`config.mk`:
```
export PLATFORM = sky130hd
export DESIGN_NAME = fifo_param_fwft
export DESIGN_NICKNAME = d
export VERILOG_FILES = /design/src/rtl/fifo_param_fwft.sv
export SDC_FILE = /design/constraint.sdc
export NUM_CORES = 1
export LEC_CHECK = 0
export BUFFER_PORTS_ARGS = -buffer_cell sky130_fd_sc_hd__clkbuf_2
export CAP_MARGIN = 5
export CORE_AREA = 5 5 197 142
export CTS_BUF_LIST = sky130_fd_sc_hd__clkbuf_8
export DETAILED_ROUTE_END_ITERATION = 10
export DIE_AREA = 0 0 202 147
export PLACE_DENSITY = 0.7
export SLEW_MARGIN = 10
export SYNTH_ARGS = -nofsm -noshare
export SYNTH_HDL_FRONTEND = slang
export SYNTH_SLANG_ARGS = --single-unit
```
`constraint.sdc`:
```
create_clock -name clk -period 6 [get_ports clk]
set_clock_uncertainty 0.2 [all_clocks]
set_input_delay 0.3 -clock clk [delete_from_list [all_inputs] [get_ports clk]]
set_output_delay 0.3 -clock clk [all_outputs]
set_load 0.03 [all_outputs]
```
`src/rtl/fifo_param_fwft.sv`:
```
// Parameterised synchronous FIFO with status flags, sticky error flags and
// a selectable registered or first-word-fall-through read port.
module fifo_param_fwft #(
    parameter int unsigned WIDTH    = 32,
    parameter int unsigned DEPTH_P  = 3,
    parameter int unsigned AF_LEVEL = 6,
    parameter int unsigned AE_LEVEL = 1,
    parameter int unsigned FWFT     = 0
) (
    input  logic               clk,
    input  logic               reset,
    input  logic [WIDTH-1:0]   data_in,
    input  logic               put,
    input  logic               get,
    input  logic               flush,
    output logic [WIDTH-1:0]   data_out,
    output logic [DEPTH_P:0]   fillcount,
    output logic               empty,
    output logic               full,
    output logic               almost_full,
    output logic               almost_empty,
    output logic               overflow,
    output logic               underflow
);

    localparam int unsigned DEPTH = 2 ** DEPTH_P;
    localparam int unsigned CW    = DEPTH_P + 1;

    logic [WIDTH-1:0]   mem [DEPTH];
    logic [DEPTH_P-1:0] wr_ptr;
    logic [DEPTH_P-1:0] rd_ptr;
    logic               get_acc;
    logic               put_acc;

    // Status flags decode from the registered occupancy count.
    assign empty        = (fillcount == CW'(0));
    assign full         = (fillcount == CW'(DEPTH));
    assign almost_full  = (fillcount >= CW'(AF_LEVEL));
    assign almost_empty = (fillcount <= CW'(AE_LEVEL));

    // A read frees a slot in the same cycle, so a put into a full FIFO is
    // accepted when it is paired with a valid get.
    assign get_acc = get && !empty;
    assign put_acc = put && (!full || get_acc);

    // Storage array; contents survive reset and flush, only pointers move.
    always_ff @(posedge clk) begin
        if (!flush && put_acc) begin
            mem[wr_ptr] <= data_in;
        end
    end

    // Pointers and occupancy; flush overrides any concurrent put or get.
    always_ff @(posedge clk or posedge reset) begin
        if (reset) begin
            wr_ptr    <= '0;
            rd_ptr    <= '0;
            fillcount <= '0;
        end else if (flush) begin
            wr_ptr    <= '0;
            rd_ptr    <= '0;
            fillcount <= '0;
        end else begin
            if (put_acc) begin
                wr_ptr <= wr_ptr + DEPTH_P'(1);
            end
            if (get_acc) begin
                rd_ptr <= rd_ptr + DEPTH_P'(1);
            end
            if (put_acc && !get_acc) begin
                fillcount <= fillcount + CW'(1);
            end else if (get_acc && !put_acc) begin
                fillcount <= fillcount - CW'(1);
            end
        end
    end

    // Sticky error flags; only reset clears them.
    always_ff @(posedge clk or posedge reset) begin
        if (reset) begin
            overflow  <= 1'b0;
            underflow <= 1'b0;
        end else if (!flush) begin
            if (put && !put_acc) begin
                overflow <= 1'b1;
            end
            if (get && empty) begin
                underflow <= 1'b1;
            end
        end
    end

    generate
        if (FWFT != 0) begin : g_fwft
            // Head word presented directly; forced to zero while empty so the
            // port reads zero during reset.
            assign data_out = empty ? '0 : mem[rd_ptr];
        end else begin : g_reg
            // Registered read port, updated only by an accepted get.
            always_ff @(posedge clk or posedge reset) begin
                if (reset) begin
                    data_out <= '0;
                end else if (!flush && get_acc) begin
                    data_out <= mem[rd_ptr];
                end
            end
        end
    endgenerate

endmodule

```
# --- After elaboration in Yosys (flattened, before gate mapping) ---
# Memory sizes are Yosys's and may differ from the RTL's. A register that Yosys moved wholly into a read port is not among the register bits.
# Index checks and enable logic that the tools add are counted.
op_classes:
  n_addsub: 4
  n_lt_le_gt_ge: 2
  n_eq_ne: 1
  mux: 9
  n_bitwise: 1
  n_reduce_logical: 20
ops:
  columns: ["op", "count"]
  rows:
  - ["two-way mux 3 bit", 4]
  - ["two-way mux 4 bit", 3]
  - ["logical AND 1 bit", 8]
  - ["adder 3 x 1 -> 3 bit (second input constant)", 2]
  - ["logical NOT 1 bit", 5]
  - ["adder 4 x 1 -> 4 bit (second input constant)", 1]
  - ["== test 4 bit (second input constant)", 1]
  - ["greater-or-equal comparator 4 x 3 -> 1 bit (second input constant)", 1]
  - ["less-or-equal comparator 4 x 1 -> 1 bit (second input constant)", 1]
  - ["logical NOT 4 bit", 1]
  - ["AND reduction 2 bit", 2]
  - ["nonzero test 2 bit", 2]
  - ["subtractor 4 x 1 -> 4 bit (second input constant)", 1]
  - ["nonzero test 3 bit", 1]
  - ["two-way mux 1 bit", 2]
  - ["logical OR 1 bit", 1]
  - ["inverter 1 bit", 1]
totals:
  regBits: 12
  mem_bits_rw: 256
  input_bits: 37
  out_inout_bits: 42
  wordCells: 43
  mem_count: 1
mem_list:
  columns: ["name", "words", "word_bits", "read_ports", "rd_ports_with_merged_regs", "write_ports", "line", "text"]
  rows:
  - ["mem", 8, 32, 1, 1, 1, "29", "logic [WIDTH-1:0] mem [DEPTH];"]

# --- Depth between registers and ports, before layout ---
depth:
  ltp_word: 10
  mapped_depth: 7
  ltp_nobuf: 6

# --- Least setup slack after synthesis ---
# OpenSTA, ideal clock, no wires.
synth_timing:
  kind: "reg2reg"
  start: "register fillcount[0]"
  end: "memory mem[2][0], enable pin"
  setup_ns: 0.468
  t_arrival_ns: 3.915
  required_ns: 5.332
  slack_ns: 1.417
  path_stages_with_launch: 7
  n_path_buf: 0
  period_less_slack_ns: 4.583
  cell_sequence: "dfrtp_1 -> inv_1 -> ha_1 -> and4bb_1 -> nor3b_2 -> nand2b_1 -> nor3b_1"
synth_between:
  elab_chain_cells: 8
  elab_cells_between_ends: 10
  cone_classes: "eq/ne: 1; mux: 2; reduce/logical: 7"
synth_lines:
  columns: ["item", "line", "text"]
  rows:
  - ["start: declaration", "17", "output logic [DEPTH_P:0] fillcount,"]
  - ["start signal: assignment", "71", "fillcount <= fillcount + CW'(1);"]
  - ["start signal: assignment", "73", "fillcount <= fillcount - CW'(1);"]
  - ["logical NOT 4 bit", "36", "assign empty = (fillcount == CW'(0));"]
  - ["logical NOT 1 bit", "43", "assign get_acc = get && !empty;"]
  - ["logical AND 1 bit", "43", null]
  - ["logical OR 1 bit (*)", "44", "assign put_acc = put && (!full || get_acc);"]
  - ["logical AND 1 bit (*)", "44", null]
  - ["logical AND 1 bit (*)", "48", "if (!flush && put_acc) begin"]
  - ["two-way mux 1 bit (*)", "48", null]
  - ["two-way mux 1 bit (not written as such) (*)", "49", "mem[wr_ptr] <= data_in;"]
  - ["end: declaration", "29", null]
# Mark *: on every way between the ends. The rest lies on a longest branch, timed or not.

# --- Final worst setup path ---
layout_timing:
  start: "register fillcount[0]"
  end: "memory mem[3][2], enable pin"
# The elaborated chain is that of the path after synthesis.

==> qor.yml <==
placed_design:
  hpwl_um: 13130
  placed_cell_area_mm2: 0.01238
  routabilityCongestion: 0.7663
  place_inst: 972
  numPortBuffers: 78
power:
  total_leakage_power_nw: 4.653
  powerDensity_mw_per_mm2: 417.1
  peakVddDrop_mv: 0.2403
floorplan:
  fp.dieArea_mm2: 0.02969
  ios: 79
  initial_utilization_pct: 44.59
  rows: 50
  core_mm2: 0.02609
  die-height_um: 147
  dieWidth_um: 202
grt:
  grt_antenna_before_repair: 2
  globalRouteOverflowTotal: 0
  grt_first_pass_wirelength_um: 35420
  grt_max_degree: 67
  grt_pass1_vias: 6176
  grt_usage_pct: 15.34
detailed_routing:
  drtAntennaViolNets: 0
  drt_iter0_markers: 400
  wire_per_inst_um: 20.49
  drc: 0
  routed_via_density: 5.300
  drt_wl_total_um: 22400
  dr.pass1.iters: 5
  vias: 5793
yosys:
  seq_area_frac_synth_pct: 75.54
  synth_xor_area_share_pct: 0.4517
  postSynthCellCount: 576
  synth_cell_types: 42
  ys_warn_count: 0
  syn_avg_cell_area_um2: 20.20
  yosys.area_share.simple_pct: 3.689
  synthMuxAreaShare_pct: 15.49
  synth_top_family_by_area: "multiplexers"
  synth_area_leaders: "edfxtp_1 66%, mux4_2 12%, dfrtp_1 9.5%"
  synth_top_area_share_pct: 66.08
  syn-num-nets: 620
  netlist_area_mm2: 0.01163
  synth-compound-area-share_pct: 2.205
  synth_fa_ha_area_share_pct: 0.7529
  yosysTopAreaCell: "edfxtp_1"
  ys_ff_latch: 300
cts:
  clockBufferDepth: 3
  cts.sinks: 300
  cts_tree: "done"
  root_buffer: "clkbuf_8"
  cts_htree_levels: 2
  cts_buffers: 44
  path_clk_slew_ps: 70
  clk_latency_ps: 540
final_layout:
  fin_nets: 761
  nFillCells: 2054
  fin_area_mm2: 0.01370
  synthToLayoutAreaGrowth_pct: 17.74
  drive_gt1_share_pct: 31.21
  regArea_mm2: 0.008795
  stdcell_count: 1093
  multi_input_area_mm2: 0.002673
critical_path:
  required_ps: 5990
  critPathLaunchType: "register"
  crit_fanout: 22
  end_kind: "register"
  cp.arrival_ps: 3410
  worstSetupPathType: "reg -> reg"
  rrSetupSlack_ps: 2590
timing:
  min_period_ps: 3415
  drv_slew: 0
  finalSetupViolations: 0
  fmax_mhz: 292.8
  min_period_over_period_pct: 56.92
  tightest_slew_ps: 1214
  maxSlewHeadroom_pct: 18.91
  hold_violations: 0
  rsz0062_at_grt: "false"
  fin_tns_setup_ps: 0
status:
  status: "completed"
flow_run:
  drv_cap: 0
min_path:
  hold_class: "reg -> reg"
[cells by family (layout without fill, tap and decap cells)]
kind of cell	count (synthesis)	count (layout)
other cells	0	2
simple gates	81	81
fa+ha+maj	7	7
flops	300	300
mux	100	100
compound gates	45	45
xor+xnor	6	6
buf+inv	37	214
[routing by layer]
metal / global-route usage (%) / up-vias / part of all wire [%]
met4: 3.757 / 0 / 1.5
met2: 24.13 / 185 / 47
met3: 3.354 / 36 / 6.3
li1: - / 2611 / -
met1: 22.21 / 2961 / 46
met5: 0 / - / 0
[path summary, 6_finish.rpt]
check,cells past startpoint,startpoint,to
max in group asynchronous,3,reset,rd_ptr[0]
min in group asynchronous,3,reset,fillcount[3]
min reg2reg,1,underflow,underflow
max reg2reg,7,fillcount[0],mem[3][2]
min,1,underflow,underflow
max,7,fillcount[0],mem[3][2]
[synthesized netlist by cell type]
cell        n
a211oi_1    1
a21o_1      2
a21oi_1    33
a21oi_2     1
a31o_2      2
a41o_1      1
and2_1      1
and3_1      1
and4bb_1    1
buf_2      15
buf_4       2
buf_6       4
buf_8       2
clkbuf_1    7
dfrtp_1    44
edfxtp_1  256
ha_1        7
inv_1       6
inv_2       1
mux2i_1    36
mux4_2     64
nand2_1     3
nand2b_1    4
nand3_1     2
nand3b_1    2
nand3b_2    1
nand4_1     5
nor2_1     42
nor2b_1     2
nor2b_2     1
nor3_1      6
nor3_4      1
nor3b_1     4
nor3b_2     2
o211a_2     1
o211ai_1    1
o21ai_0     1
o21ai_1     2
or3_1       2
or4_1       1
xnor2_1     2
xor2_1      4
[final cells by class]
cell class,instances,share of cell area [%]
Sequential cell,300,64.21
Multi-Input combinational cell,239,19.51
Timing Repair Buffer,125,6.139
Clock buffer,51,5.125
Tap cell,338,3.088
Clock inverter,31,1.699
Inverter,7,0.1918
Antenna cell,2,0.03654
[flip-flops by register name, summed over array words and instances, names as in the netlist]
name	count
data_out	32
fillcount	4
mem	256
overflow	1
rd_ptr	3
underflow	1
wr_ptr	3
[where the power goes]
part | internal (W) | switching (W) | leakage, nW
sequential | 0.00244 | 0.000154 | 2.81
clock | 0.000950 | 0.000749 | 0.534
combinational | 0.000590 | 0.000831 | 1.31
[what timing repair did]
action	CTS	global route
buffers inserted	0	0
hold buffers	36	0
hold endpoints to repair	307	0
gates resized for setup	0	0
[critical path: stages (launching register included)]
cell      delay, ps
dfrtp_1         470
inv_1           150
ha_1            290
and4bb_1        250
nor3b_2         210
nand2_1         200
nor3b_2         800
buf_4           480
[metrics by stage]
step                utilization, %  setup slack, ps  power (W)  hold slack, ps
floorplan                        -             1417   0.003707           198.9
global placement             47.46             2751   0.004021           258.3
detailed placement           47.46             2617   0.004058           270.5
CTS                          52.43             2588   0.005780           284.5
global route                 52.50             2324   0.006029           307.2
finish                       52.50             2585   0.005713           279.1
[placed cells by master (no fill, tap or decap), types with 6 or more instances in the layout]
cell type,n
edfxtp_1,256
clkbuf_2,78
mux4_2,64
clkbuf_8,51
dfrtp_1,41
nor2_1,40
mux2i_1,36
dlygate4sd3_1,36
a21oi_1,33
inv_1,22
buf_4,10
ha_1,7
nor3b_2,6
(Power assumes the default switching activity.)
